## config.mk

```make
export PLATFORM = sky130hd
export DESIGN_NAME = fifo_port_arbiter
export DESIGN_NICKNAME = d
export VERILOG_FILES = /design/src/rtl/fifo_port_arbiter.sv
export SDC_FILE = /design/constraint.sdc
export NUM_CORES = 1
export LEC_CHECK = 0
export ABC_AREA = 1
export BUFFER_PORTS_ARGS = -buffer_cell sky130_fd_sc_hd__buf_2
export CAP_MARGIN = 20
export CORE_ASPECT_RATIO = 1.5
export CORE_MARGIN = 2
export CORE_UTILIZATION = 31
export CTS_CLUSTER_SIZE = 40
export DETAILED_ROUTE_END_ITERATION = 10
export GPL_TIMING_DRIVEN = 0
export HOLD_SLACK_MARGIN = 0.05
export SLEW_MARGIN = 20
export SYNTH_ARGS = -nofsm -noshare
export SYNTH_HDL_FRONTEND = slang
export SYNTH_SLANG_ARGS = --single-unit
export TNS_END_PERCENT = 100
```

## constraint.sdc

```tcl
create_clock -name clk -period 3.5 [get_ports clk]
set_input_delay 0.175 -clock clk [delete_from_list [all_inputs] [get_ports clk]]
set_output_delay 0.175 -clock clk [all_outputs]
set_load 0.01 [all_outputs]
```

## src/rtl/fifo_port_arbiter.sv

```systemverilog
// Front-end controller for the single-port sync FIFO: round-robin write grant among
// NUM_WR producers, one consumer read path, write/read alternation under contention.
module fifo_port_arbiter #(
  parameter int NUM_WR = 4,
  parameter int DW     = 8,
  parameter int LVL_W  = 5
) (
  input  logic                 clk,
  input  logic                 reset,
  input  logic [NUM_WR-1:0]    wr_req,
  input  logic [NUM_WR*DW-1:0] wr_data,
  output logic [NUM_WR-1:0]    wr_gnt,
  input  logic                 rd_req,
  output logic                 rd_ack,
  output logic                 rd_valid,
  output logic [DW-1:0]        rd_data,
  output logic                 fifo_wr_en,
  output logic                 fifo_rd_en,
  output logic [DW-1:0]        fifo_din,
  input  logic                 fifo_full,
  input  logic                 fifo_empty,
  input  logic [DW-1:0]        fifo_dout,
  output logic [LVL_W-1:0]     level
);

  localparam int PTR_W = (NUM_WR > 1) ? $clog2(NUM_WR) : 1;

  typedef enum logic [1:0] {OP_IDLE, OP_WRITE, OP_READ} op_t;
  typedef enum logic {LAST_WRITE, LAST_READ} last_t;

  logic [PTR_W-1:0] rr_ptr, rr_ptr_nxt, gnt_idx;
  logic [PTR_W:0]   scan_idx;
  logic             found;
  logic             wr_ok, rd_ok;
  op_t              op;
  last_t            last_op, last_op_nxt;
  logic             rd_pend;

  assign wr_ok = (|wr_req) && !fifo_full;
  assign rd_ok = rd_req && !fifo_empty;

  // Round-robin search starting at rr_ptr, wrapping modulo NUM_WR.
  always_comb begin
    gnt_idx  = '0;
    found    = 1'b0;
    scan_idx = '0;
    for (int k = 0; k < NUM_WR; k++) begin
      scan_idx = {1'b0, rr_ptr} + (PTR_W+1)'(k);
      if (scan_idx >= (PTR_W+1)'(NUM_WR))
        scan_idx = scan_idx - (PTR_W+1)'(NUM_WR);
      if (!found && wr_req[scan_idx[PTR_W-1:0]]) begin
        found   = 1'b1;
        gnt_idx = scan_idx[PTR_W-1:0];
      end
    end
  end

  // Operation select and next-state; reset forces IDLE so strobes stay low.
  always_comb begin
    op          = OP_IDLE;
    last_op_nxt = last_op;
    rr_ptr_nxt  = rr_ptr;
    if (!reset) begin
      if (wr_ok && rd_ok)
        op = (last_op == LAST_READ) ? OP_WRITE : OP_READ;
      else if (wr_ok)
        op = OP_WRITE;
      else if (rd_ok)
        op = OP_READ;
    end
    case (op)
      OP_WRITE: begin
        last_op_nxt = LAST_WRITE;
        rr_ptr_nxt  = (gnt_idx == PTR_W'(NUM_WR-1)) ? '0 : gnt_idx + 1'b1;
      end
      OP_READ:  last_op_nxt = LAST_READ;
      default:  ;
    endcase
  end

  always_comb begin
    wr_gnt     = '0;
    fifo_din   = '0;
    fifo_wr_en = 1'b0;
    fifo_rd_en = 1'b0;
    rd_ack     = 1'b0;
    if (op == OP_WRITE) begin
      wr_gnt[gnt_idx] = 1'b1;
      fifo_din        = wr_data[gnt_idx*DW +: DW];
      fifo_wr_en      = 1'b1;
    end else if (op == OP_READ) begin
      fifo_rd_en = 1'b1;
      rd_ack     = 1'b1;
    end
  end

  always_ff @(posedge clk) begin
    if (reset) begin
      rr_ptr  <= '0;
      last_op <= LAST_READ;
      level   <= '0;
    end else begin
      rr_ptr  <= rr_ptr_nxt;
      last_op <= last_op_nxt;
      case (op)
        OP_WRITE: level <= level + 1'b1;
        OP_READ:  level <= level - 1'b1;
        default:  ;
      endcase
    end
  end

  // Read return: rd_pend marks the cycle the FIFO presents data; capture it one edge later.
  always_ff @(posedge clk) begin
    if (reset) begin
      rd_pend  <= 1'b0;
      rd_valid <= 1'b0;
      rd_data  <= '0;
    end else begin
      rd_pend  <= (op == OP_READ);
      rd_valid <= rd_pend;
      if (rd_pend)
        rd_data <= fifo_dout;
    end
  end

  a_level_no_underflow: assert property (@(posedge clk) disable iff (reset)
    (op == OP_READ) |-> (level != '0));
  a_level_no_overflow: assert property (@(posedge clk) disable iff (reset)
    (op == OP_WRITE) |-> (level != '1));

endmodule

```

# ---- Word-level counts from Yosys, hierarchy flattened
# Cells that the tools add are included.
dict set report word_totals {
  mem_count 0
  register_bits 18
  latch_bits 0
  in_bits 49
  rom_bits 0
  output_inout_bits 29
  ram_bits 0
  elab_cells 78
}
dict set report classes {
  reduce_logical 14
  shift 1
  bitwise_logic 0
  eq_ne 3
  addsub 10
  mul 0
  div 0
  magnitude_cmp 10
  muxes 34
}
# operator count
set ops {}
lappend ops {{$shiftx 32x6->8} 1}
lappend ops {{$mux 2} 14}
lappend ops {{$lt 2x3->1 const B} 5}
lappend ops {{$mux 1} 11}
lappend ops {{$pmux 5 s2} 1}
lappend ops {{$ge 3x3->1 const B} 3}
lappend ops {{$bmux 1 s2} 4}
lappend ops {{$mux 8} 1}
lappend ops {{$sub 2x1->2 const B} 4}
lappend ops {{$logic_and 1x1->1} 7}
lappend ops {{$add 2x2->3 const B} 2}
lappend ops {{$add 5x1->5 const B} 1}
lappend ops {{$logic_not 1->1} 5}
lappend ops {{$sub 5x1->5 const B} 1}
lappend ops {{$eq 2x2->1 const B} 2}
lappend ops {{$mux 4} 1}
lappend ops {{$reduce_or 4->1} 1}
lappend ops {{$add 2x1->3 const B} 1}
lappend ops {{$ge 2x3->1 const B} 1}
lappend ops {{$add 2x1->2 const B} 1}
lappend ops {{$demux 1 s2} 1}
lappend ops {{$eq 2x1->1 const B} 1}
lappend ops {{$ge 2x1->1 const B} 1}
lappend ops {{$pmux 1 s2} 1}
lappend ops {{$reduce_bool 2->1} 1}

# ---- Depth between registers and ports, before layout
# Gate-level depths: netlist of the first run.
dict set report depth {
  depth_word 19
  depth_mapped 16
  mapped_depth_nobuf 14
}

# ---- Worst setup path before layout of the first run
# Ideal clock, no wire load.
dict set report synth_timing {
  path_kind {input -> register}
  startpoint {in wr_req[0]}
  endpoint {reg level[4]}
  path_buffers 0
  required_time_ps 3377
  setup_slack_ps 1260
  cell_stages 14
  setup_time_ps 123
  t_arrival_ps 2118
  cell_sequence {inv_1 > a31oi_1 > inv_1 > nor2_1 > inv_1 > ha_1 > fa_1 > nand3_1 > nand2_1 > o21ai_0 > a21oi_1 > or2_2 > nand2_1 > a21oi_1}
}
dict set report synth_via {
  elab_chain_cells 7
  elab_cells_between_ends 10
  classes_between {2 x eq/ne; 4 x mux; 4 x reduce/logical}
}
# element line_no
set synth_rtl {}
lappend synth_rtl {{from (decl)} 10} ;# input logic [NUM_WR-1:0] wr_req,
lappend synth_rtl {{$reduce_or 4->1 (*)} 39} ;# assign wr_ok = (|wr_req) && !fifo_full;
lappend synth_rtl {{$logic_and 1x1->1 (*)} 39}
lappend synth_rtl {{$mux 2 / $logic_and 1x1->1 (equally long branches)} {66, 64}}
lappend synth_rtl {{$mux 2 (*)} 64} ;# if (wr_ok && rd_ok)
lappend synth_rtl {{$mux 2 (*)} 63} ;# if (!reset) begin
lappend synth_rtl {{$eq 2x2->1 / $eq 2x1->1 (equally long branches)} 105} ;# case (op)
lappend synth_rtl {{$pmux 5 s2 / $reduce_bool 2->1 (equally long branches)} n/a}
lappend synth_rtl {{to (signal assigned)} 106} ;# OP_WRITE: level <= level + 1'b1;
lappend synth_rtl {{to (signal assigned)} 107} ;# OP_READ: level <= level - 1'b1;
lappend synth_rtl {{to (decl)} 23} ;# output logic [LVL_W-1:0] level
# Every way passes the cells marked *; elsewhere a longest branch is shown, timed or not.
# A chain may end at the register's enable or synchronous reset.

# ---- Worst setup path in the final report of the first run
dict set report layout_timing {
  startpoint {reg rr_ptr[0]}
  endpoint {out wr_gnt[0]}
}
dict set report layout_via {
  elab_chain_cells 19
  elab_cells_between_ends 42
  classes_between {7 x add/sub; 6 x order compare; 22 x mux; 7 x reduce/logical}
}
# element line_no
set layout_rtl {}
lappend layout_rtl {{from (decl)} 31} ;# logic [PTR_W-1:0] rr_ptr, rr_ptr_nxt, gnt_idx;
lappend layout_rtl {{from (signal assigned)} 103} ;# rr_ptr <= rr_ptr_nxt;
lappend layout_rtl {{branches (longest 13 deep; another with $add 2x1->3)} n/a}
lappend layout_rtl {{$mux 2 (*)} 51} ;# if (!found && wr_req[scan_idx[PTR_W-1:0]]) begin
lappend layout_rtl {{$lt 2x3->1 (implied by the code) / $ge 2x1->1 (equally long branches)} 88} ;# wr_gnt[gnt_idx] = 1'b1;
lappend layout_rtl {{$logic_and 1x1->1 (implied by the code)} 88}
lappend layout_rtl {{$mux 1 (implied by the code)} 88}
lappend layout_rtl {{$demux 1 s2 (*)} 88}
lappend layout_rtl {{$mux 4 (*)} 87} ;# if (op == OP_WRITE) begin
lappend layout_rtl {{to (decl)} 12} ;# output logic [NUM_WR-1:0] wr_gnt,
# Mark *: on every way between the ends. The select of a mux whose other input is x is not followed.

==> impl_metrics.py, run 1 <==
metrics = {
    "clock_tree": {
        "root_buffer": "clkbuf_8",
        "cts_max_path_buffers": 2,
        "clk_latency_ps": 250,
        "cts_made_buffers": 3,
        "h-tree-depth": 1,
        "cts_tree": "built",
        "cts_setup_buffers": 0,
        "ctsResizeCount": 0,
        "clk_pin_slew_ps": 60,
        "cts_hold_buf": 0,
        "cts_sinks": 18,
    },
    "flow_run": {
        "cap_violations": 0,
    },
    "hold_path": {
        "hold_depth": 3,
        "worstHoldStart": "fifo_dout[0]",
        "hp-class": "in -> reg",
        "worstHoldEndpoint": "rd_data[0]",
    },
    "drt": {
        "firstDrtPassIters": 4,
        "viasPerCell": 4.40,
        "num_vias": 1750,
        "drt-total-wl_um": 4070,
        "wl_per_cell_um": 10.2,
        "drt_iter0_drc": 69,
        "ant_nets": 0,
        "post-route-drc-count": 0,
    },
    "worst_setup_path": {
        "reg2reg_slack_ps": 1120,
        "critPathSlowestCell": "dfxtp_1",
        "path_max_fanout": 11,
        "r2r-start": "last_op",
        "critical_path.cell_chain": "buf_6 > inv_8 > nand2_2 > nand3_1 > nand2_2 > nor2_8 > nand4_4 > nand2_4 > buf_6 > inv_1 > ha_1 > nand2_1 > inv_1 > buf_2",
        "path_class": "reg -> out",
        "required_ps": 3320,
        "reg2reg_depth": 12,
        "cp_slowest_stage_delay_ps": 310,
        "r2r_end": "level[4]",
        "end_kind": "output port",
        "cp-start-kind": "register",
        "cp.arrival_ps": 2250,
    },
    "power": {
        "peakVddDrop_mv": 0.169,
        "switchingPower_uw": 288,
        "pwr-share-comb": 0.490,
        "clkPwrFrac": 0.195,
        "seqPwrFrac": 0.315,
        "p_leak_uw": 0.00129,
        "swShare": 0.400,
        "power.density_nw_per_um2": 338,
        "p_int_uw": 432,
    },
    "synthesis": {
        "synth_area_um2": 1620,
        "synth_top_area_frac": 0.223,
        "yosysUniqueCellTypes": 29,
        "ys_seq_area_frac": 0.223,
        "synthCells": 250,
        "synth_seq_cells": 18,
        "yosysTopAreaCell": "dfxtp_1",
        "synth_area_per_cell_um2": 6.47,
        "synthesis.nets": 309,
        "synth_area_leaders": "dfxtp_1 (22%), inv_1 (10%), nand3_1 (9.6%), nand2_1 (8.8%), ha_1 (7.0%)",
        "ys.warnings.count": 0,
    },
    "grt": {
        "grt_pass1_vias": 1693,
        "overflow": 0,
        "antenna_found_initial": 0,
        "grt_max_degree": 12,
        "grt_pass1_wl_um": 7070,
        "grt_use_total": 0.144,
    },
    "floorplan": {
        "io_pins": 78,
        "die_area_um2": 5820,
        "chipHeight_um": 92.5,
        "rows": 32,
        "design.core.area_um2": 5080,
        "dieWidth_um": 63.0,
        "initial_core_util": 0.318,
    },
    "sta": {
        "timing.fmax_ghz": 0.412,
        "period_share": 0.694,
        "hold_viol": 0,
        "setup_tns_ps": 0,
        "max-slew-margin-rel": 0.752,
        "setup_viol": 0,
        "tightest_slew_ps": 372,
        "rsz0062_at_grt": "no",
        "period_minus_slack_ps": 2430,
        "slew_violations": 0,
        "setup_ws_ps": 1070,
        "clock_skew_ps": 0.703,
    },
    "cells_and_area": {
        "multi_input_area_um2": 1010,
        "seqCellArea_um2": 360,
        "antenna_cells": 0,
        "stdcell_count": 398,
        "syn_to_final_growth_pct": 31.6,
        "drive_gt1_frac": 0.339,
        "fillers": 551,
        "layout.nets": 391,
        "fin_util": 0.419,
    },
    "placed_design": {
        "dp_hpwl_um": 3290,
        "dp.cells": 395,
        "dp_slack_ps": 900,
        "gp_congestion": 0.741,
        "portBuffers": 77,
    },
    "run_status": {
        "status": "finished clean",
    },
}
## cell families after synthesis
kind of cell             Yosys count  synth area share
AO/OA/AOI/OAI                     33             0.107
adder cells (fa/ha/maj)           10            0.0820
flip-flops                        18             0.223
buffers and inverters             54             0.152
AND/OR/NAND/NOR                  132             0.421
XOR/XNOR                           3            0.0162
## cell usage in the layout (no fill, tap or decap), types with 3 or more instances in the layout
| cell type | synthesis | final |
|---|---|---|
| buf_2 | 0 | 77 |
| inv_1 | 43 | 43 |
| nand2_1 | 38 | 38 |
| nand3_1 | 31 | 31 |
| nor2_1 | 30 | 30 |
| dfxtp_1 | 18 | 18 |
| nand2_2 | 16 | 16 |
| o21ai_0 | 15 | 15 |
| a21oi_1 | 14 | 14 |
| ha_1 | 9 | 9 |
| nand3b_1 | 8 | 8 |
| nand2_4 | 4 | 4 |
| buf_6 | 3 | 3 |
| clkbuf_8 | 0 | 3 |
## per-stage QoR
stage	total power [uW]	area (um2)	hold WS (ps)
after floorplan	489	1620	247
after global placement	586	2090	396
after detailed placement	588	2090	410
after CTS	735	2130	139
after global routing	788	2130	164
final	720	2130	145
## worst max-delay path, delay by kind of cell, from the launching register on
family | cells | cell delay [ps]
fa+ha+maj | 1 | 190
buf+inv | 6 | 620
flops | 1 | 310
simple gates | 7 | 870
## layer usage
| layer | track usage | wire (um) |
|---|---|---|
| met3 | 0.0243 | 295 |
| met2 | 0.278 | 1990 |
| met4 | 0.0333 | 38 |
| met1 | 0.161 | 1750 |
| met5 | 0 | 0 |
## registers in the layout, summed over array words and instances, names as in the netlist
signal    flops
rd_data       8
level         5
rr_ptr        2
last_op       1
rd_pend       1
rd_valid      1
## power groups by stage
stage                     clock [uW]  combinational, uW  sequential (uW)
final                            141                353              227
after global placement             0                355              231
after detailed placement           0                357              231
after CTS                        150                359              227
after floorplan                    0                256              233
after global routing             157                402              229
## how the worst max path moves through the flow
stage               from         to  depth (start not counted)
2_1_floorplan  wr_req[0]   level[4]                         14
4_1_cts        rr_ptr[1]  wr_gnt[0]                         14
3_5_place_dp   wr_req[0]   level[4]                         15
3_3_place_gp   wr_req[0]   level[4]                         15
6_report       rr_ptr[0]  wr_gnt[0]                         14
5_1_grt        rr_ptr[0]  wr_gnt[0]                         15
## layout make-up
| class | count | share of cell area |
|---|---|---|
| Tap cell | 68 | 0.0400 |
| Inverter | 48 | 0.0905 |
| Timing Repair Buffer | 77 | 0.181 |
| Sequential cell | 18 | 0.169 |
| Clock buffer | 3 | 0.0194 |
| Multi-Input combinational cell | 178 | 0.475 |
| Buffer | 6 | 0.0247 |
## synthesized netlist by cell type
library cell  instances
buf_1                 1
nand4_1               1
inv_2                 1
or2_2                 1
a21oi_1              14
xor2_1                2
nor2_1               30
nand3b_1              8
nand3_1              31
a31oi_1               2
clkinv_4              1
o21ai_0              15
o31ai_1               1
nand4_4               1
nand2_4               4
clkinv_1              2
nor2_4                1
a21o_1                1
nand2_2              16
nand2_1              38
nor2_8                1
xnor2_1               1
buf_6                 3
ha_1                  9
inv_8                 1
inv_1                43
fa_1                  1
dfxtp_1              18
buf_4                 2
(Power assumes the default switching activity.)
==> inputs of run 2 (changes only) <==
ABC_AREA = 0   (was 1)
clock period = 2.1 ns   (was 3.5 ns; I/O delays follow)
==> run 2 against run 1 <==
Effect of this change:
- final area shrank 15%
- flip-flop and latch count is the same
- total power grew 28%
- clock skew grew 2.8 ps
- count of clock-buffer cells in the layout grew 1
- largest power group is now registers
- core utilization grew 7.1 points
- worst setup slack lost 1100 ps
- sequential share of layout area grew 3.2 points
- critical path type is now reg -> reg
- via count shrank 28%
- highest routed layer unchanged
==> impl_metrics.py, run 2 <==
metrics = {
    "run_status": {
        "status": "finished clean",
    },
    "synthesis": {
        "yosysMostFrequentCell": "mux2i_1",
        "ys_seq_area_frac": 0.300,
        "synth_seq_cells": 18,
        "synth_area_um2": 1200,
        "yosys.area_share.xor_xnor": 0.0292,
        "synth_area_leaders": "dfxtp_1 (30%), mux2i_1 (23%), ha_1 (9.4%), nor2_1 (5.6%), o22ai_1 (4.7%)",
        "synth-compound-area-share": 0.138,
        "post_synth_fa_ha_maj_area_fraction": 0.111,
        "synthTopCellsByCount": "mux2i_1 (27), dfxtp_1 (18), nor2_1 (18), ha_1 (9), o22ai_1 (9)",
        "yosysUniqueCellTypes": 27,
        "muxShareOfSynthArea": 0.225,
        "ys.flop_type": "dfxtp_1",
        "synth_area_per_cell_um2": 9.16,
        "synth_edf_count": 0,
        "ys.warnings.count": 0,
        "yosys.area_share.simple": 0.130,
        "yosysTopAreaCell": "dfxtp_1",
        "synth_top_family_by_area": "multiplexers",
        "synthCells": 131,
        "async_flop_share": 0,
        "synth_top_area_frac": 0.300,
        "synthesis.nets": 190,
    },
    "drt": {
        "viasPerCell": 4.83,
        "drt_iter0_drc": 24,
        "num_vias": 1256,
        "firstDrtPassIters": 2,
        "ant_nets": 0,
        "drt-total-wl_um": 3220,
        "wl_per_cell_um": 12.4,
        "post-route-drc-count": 0,
    },
    "clock_tree": {
        "cts_tree": "built",
        "clk_pin_slew_ps": 70,
        "cts_max_path_buffers": 2,
        "h-tree-depth": 1,
        "cts_hold_buf": 0,
        "root_buffer": "clkbuf_8",
        "cts_made_buffers": 3,
        "cts_sinks": 18,
        "clk_latency_ps": 250,
    },
    "placed_design": {
        "dp.cells": 251,
        "gp_congestion": 0.629,
        "dp_slack_ps": -271,
        "portBuffers": 77,
        "dpl-instance-area_um2": 1660,
        "dp_hpwl_um": 2500,
    },
    "sta": {
        "slew_violations": 0,
        "hold_viol": 0,
        "tightest_slew_ps": 593,
        "setup_viol": 0,
        "period_share": 0.999,
        "period_minus_slack_ps": 2100,
        "timing.fmax_ghz": 0.476,
        "setup_tns_ps": 0,
        "setup_ws_ps": 1.16,
        "rsz0062_at_grt": "yes",
        "max-slew-margin-rel": 0.605,
        "timing.hold.ws_ps": 89.7,
        "clock_skew_ps": 3.52,
    },
    "cells_and_area": {
        "largest_register_ffs": 8,
        "multi_input_area_um2": 828,
        "layout_top_registers": "rd_data (8), level (5), rr_ptr (2)",
        "antenna_cells": 0,
        "drive_gt1_frac": 0.484,
        "seqCellArea_um2": 363,
        "layout_common_cells": "buf_2 (78), mux2i_1 (27), nor2_1 (17), dfxtp_1 (16), o22ai_1 (9)",
        "layout.nets": 277,
        "syn_to_final_growth_pct": 50.4,
        "fillers": 391,
        "layout_commonest_cell": "buf_2",
        "largest-register": "rd_data",
        "stdcell_count": 260,
        "stdcell_area_um2": 1800,
    },
    "flow_run": {
        "cap_violations": 0,
    },
    "power": {
        "clkPwrFrac": 0.303,
        "seqPwrFrac": 0.400,
        "power.density_nw_per_um2": 512,
        "p_leak_uw": 0.000930,
        "switchingPower_uw": 263,
        "peakVddDrop_mv": 0.418,
        "swShare": 0.285,
        "pwr-share-comb": 0.297,
        "p_int_uw": 661,
    },
    "worst_setup_path": {
        "cp.arrival_ps": 2280,
        "reg2reg_slack_ps": 1,
        "path_class": "reg -> reg",
        "r2r_end": "level[4]",
        "path_max_fanout": 6,
        "reg2reg_depth": 9,
        "end_kind": "register",
        "required_ps": 2280,
        "r2r-start": "last_op",
        "cp-start-kind": "register",
    },
    "grt": {
        "overflow": 0,
        "grt_use_met1": 0.140,
        "grt_pass1_vias": 1151,
        "grt_pass1_wl_um": 4800,
        "grt_use_met3": 0.0242,
        "antenna_found_initial": 0,
        "grt-busiest-layer": "met2",
        "grt_use_total": 0.145,
        "grt_max_degree": 12,
        "use_met2": 0.287,
    },
    "floorplan": {
        "design.core.area_um2": 3680,
        "rows": 27,
        "initial_core_util": 0.326,
        "die_area_um2": 4390,
        "chipHeight_um": 80.2,
        "io_pins": 78,
        "dieWidth_um": 54.8,
    },
    "hold_path": {
        "hold_depth": 3,
        "hp-class": "in -> reg",
        "worstHoldEndpoint": "rd_data[1]",
        "worstHoldStart": "fifo_dout[1]",
    },
}
-- run 2: changes by cell type in the layout (fill, tap and decap cells not counted), moves of 10 or more --
cell / delta
nor2_1: -13
o21ai_0: -14
nand2_2: -16
nand2_1: -38
nand3_1: -31
inv_1: -39
a21oi_1: -10
mux2i_1: +27
-- run 2: metrics by stage --
stage | util | total power (uW)
after floorplan | - | 536
after global placement | 0.452 | 630
after detailed placement | 0.452 | 633
after CTS | 0.481 | 924
after global routing | 0.490 | 977
final | 0.490 | 924
-- run 2: final cells by class --
cell class / count / share of cell area
Buffer: 8 / 0.0326
Inverter: 6 / 0.0125
Clock buffer: 4 / 0.0305
Sequential cell: 18 / 0.201
Multi-Input combinational cell: 99 / 0.459
Timing Repair Buffer: 82 / 0.234
Tap cell: 43 / 0.0298
-- run 2: worst max-delay path by stage --
stage	startpoint	slack (ps)	end
2_1_floorplan	last_op	20	level[4]
3_3_place_gp	wr_req[1]	-230	level[4]
3_5_place_dp	wr_req[1]	-270	level[4]
4_1_cts	last_op	-10	level[4]
5_1_grt	last_op	-130	level[4]
6_report	last_op	1	level[4]
-- run 2: layer usage --
metal,up-vias,wire (um)
met4,0,21
met3,2,310
met2,51,1740
li1,624,-
met5,-,0
met1,579,1150
-- run 2: cells by family after synthesis --
logic type      count (synthesis)
mux                            27
buf+inv                        14
xor+xnor                        4
fa+ha+maj                      10
compound gates                 25
flops                          18
simple gates                   33
-- run 2: power by group through the flow --
stage	Combinational, uW	Sequential [uW]	Clock [uW]
6_report	274	370	280
5_1_grt	306	372	299
4_1_cts	269	369	286
3_5_place_dp	256	377	0
3_3_place_gp	253	377	0
2_1_floorplan	158	378	0
-- run 2: critical path, cell delays in order (launching register included) --
cell and delay, ps:
dfxtp_2 330, buf_4 140, a211oi_4 260, ha_4 220
ha_1 280, a21o_1 200, a21oi_2 120, xor2_1 80
or3_1 300, a21oi_1 120
-- run 2: timing repair --
action / CTS / global route
pin swaps: 4 / 1
hold endpoints to repair: 0 / 0
endpoints found under the setup margin: 9 / 13
setup buffers: 4 / 1
resized for setup: 7 / 9
==> inputs of run 3 (changes only) <==
SETUP_SLACK_MARGIN = 0.02   (was not set)
==> run 3 against run 2 <==
Effect of this change:
- the flow now finishes with violations (setup timing)
- critical path depth stayed put
- worst setup slack worse by 11 ps
- flip-flop and latch count stayed put
- first-iteration DRC count is 71% lower
- core utilization is 2.7 points higher
- combinational power is 12% higher
- sequential share of layout area is 0.97 points lower
- register-to-register slack hardly changed
- total power is 3.5% higher
- hold slack better by 0.59 ps
- final area is 5.4% higher
- maximum frequency is 0.51% lower
- critical endpoint unchanged
==> impl_metrics.py, run 3 (synthesized netlist as in run 2, its figures left out) <==
metrics = {
    "clock_tree": {
        "root_buffer": "clkbuf_8",
        "cts_sinks": 18,
        "cts_made_buffers": 3,
        "cts_max_path_buffers": 2,
        "clk_pin_slew_ps": 70,
        "cts_tree": "built",
        "h-tree-depth": 1,
        "clk_latency_ps": 250,
    },
    "worst_setup_path": {
        "cp_slowest_stage_delay_ps": 330,
        "crit_path_start": "last_op",
        "end_kind": "register",
        "reg2reg_depth": 9,
        "critical_path.cell_chain": "buf_4 > a211oi_4 > ha_4 > ha_1 > a21o_1 > a21oi_2 > xor2_1 > or3_1 > a21oi_1",
        "endpoint": "level[4]",
        "path_class": "reg -> reg",
        "cp-start-kind": "register",
        "r2r_end": "level[4]",
        "critPathSlowestCell": "dfxtp_2",
        "crit_cells": 9,
        "required_ps": 2280,
        "reg2reg_slack_ps": -10,
        "path_buf_inv": 1,
        "path_max_fanout": 6,
        "r2r-start": "last_op",
        "cp.arrival_ps": 2290,
        "cp_top_family": "compound AO/OA/AOI/OAI gates",
    },
    "drt": {
        "viasPerCell": 4.77,
        "drt_iter0_drc": 7,
        "wl_per_cell_um": 12.6,
        "num_vias": 1279,
        "firstDrtPassIters": 4,
        "ant_nets": 0,
        "post-route-drc-count": 0,
        "drt-total-wl_um": 3390,
    },
    "sta": {
        "clock_skew_ps": 2.43,
        "tightest_slew_ps": 589,
        "setup_ws_ps": -9.53,
        "rsz0062_at_grt": "yes",
        "period_share": 1.00,
        "slew_violations": 0,
        "max-slew-margin-rel": 0.607,
        "timing.fmax_ghz": 0.474,
        "period_minus_slack_ps": 2110,
        "setup_viol": 1,
        "hold_viol": 0,
    },
    "power": {
        "p_leak_uw": 0.000960,
        "peakVddDrop_mv": 0.432,
        "power.density_nw_per_um2": 503,
    },
    "flow_run": {
        "cap_violations": 0,
    },
    "placed_design": {
        "dp_slack_ps": -271,
        "portBuffers": 77,
        "dp_hpwl_um": 2500,
        "dpl-instance-area_um2": 1660,
        "gp_congestion": 0.629,
        "dp.cells": 251,
    },
    "run_status": {
        "status": "complete, but fails checks",
        "failed_checks": "setup timing",
    },
    "cells_and_area": {
        "fin_util": 0.516,
        "layout_top_registers": "rd_data (8), level (5), rr_ptr (2)",
        "stdcell_count": 268,
        "syn_to_final_growth_pct": 58.5,
        "layout_common_cells": "buf_2 (77), mux2i_1 (27), nor2_1 (17), dfxtp_1 (15), buf_4 (14)",
        "layout_commonest_cell": "buf_2",
        "antenna_cells": 0,
        "stdcell_area_um2": 1900,
        "largest_register_ffs": 8,
        "layout.nets": 285,
        "largest-register": "rd_data",
        "drive_gt1_frac": 0.511,
    },
    "floorplan": {
        "chipHeight_um": 80.2,
        "design.core.area_um2": 3680,
        "rows": 27,
        "io_pins": 78,
        "die_area_um2": 4390,
        "dieWidth_um": 54.8,
        "initial_core_util": 0.326,
    },
    "hold_path": {
        "hp-class": "in -> reg",
        "hold_depth": 3,
    },
    "grt": {
        "grt_pass1_vias": 1151,
        "grt_use_total": 0.145,
        "grt_pass1_wl_um": 4800,
        "grt_max_degree": 12,
        "overflow": 0,
        "antenna_found_initial": 0,
    },
}
==> run 3: cell count changes in the layout (fill, tap and decap cells not counted), sizes merged <==
cell  previous run  this run
buf             86        94
==> run 3: where the power goes <==
group	leakage [uW]	switching [uW]	total (uW)	internal (uW)
Sequential	0.000147	15.2	371	356
Combinational	0.000784	146	307	161
Clock	0.0000288	112	279	166
Total	0.000960	273	957	683
==> run 3: area by class of cell <==
type / count / area (um2)
well taps: 43 / 53.8
multi-input cells: 99 / 858
repair buffers: 90 / 487
inverters: 6 / 22.5
plain buffers: 8 / 61.3
clock buffers: 4 / 55.1
fillers: 382 / 1780
flip-flops and latches: 18 / 364
==> run 3: metrics by stage <==
step                hold slack [ps]  TNS (ps)  power, uW
global route                    109      -178       1010
global placement                340      -263        630
detailed placement              350      -318        633
floorplan                       253         0        536
finish                         90.3     -9.53        957
CTS                            89.9     -10.2        924
==> run 3: worst register-to-register path, stage by stage (launching register included) <==
cell and delay [ps]:
dfxtp_2 330, buf_4 140, a211oi_4 260, ha_4 220, ha_1 280, a21o_1 200
a21oi_2 120, xor2_1 80, or3_1 300, a21oi_1 120
==> run 3: metal layers <==
| layer | GRT usage | wire length [um] |
|---|---|---|
| met5 | 0 | 0 |
| met4 | 0.0450 | 21 |
| met3 | 0.0242 | 301 |
| met2 | 0.287 | 1870 |
| met1 | 0.140 | 1190 |
==> run 3: worst min-delay path by stage <==
stage / start / end / slack (ps)
6_report: fifo_dout[1] / rd_data[1] / 90
5_1_grt: fifo_dout[2] / rd_data[2] / 110
4_1_cts: fifo_dout[7] / rd_data[7] / 90
3_5_place_dp: fifo_dout[7] / rd_data[7] / 350
3_3_place_gp: fifo_dout[6] / rd_data[6] / 340
2_1_floorplan: fifo_dout[0] / rd_data[0] / 250
==> run 3: what timing repair did <==
action | 4_1_cts | 5_1_grt
gates resized for setup | 7 | 16
endpoints found under the setup margin | 9 | 13
hold buffers | 0 | 0
pin swaps | 4 | 4
setup buffers | 4 | 9
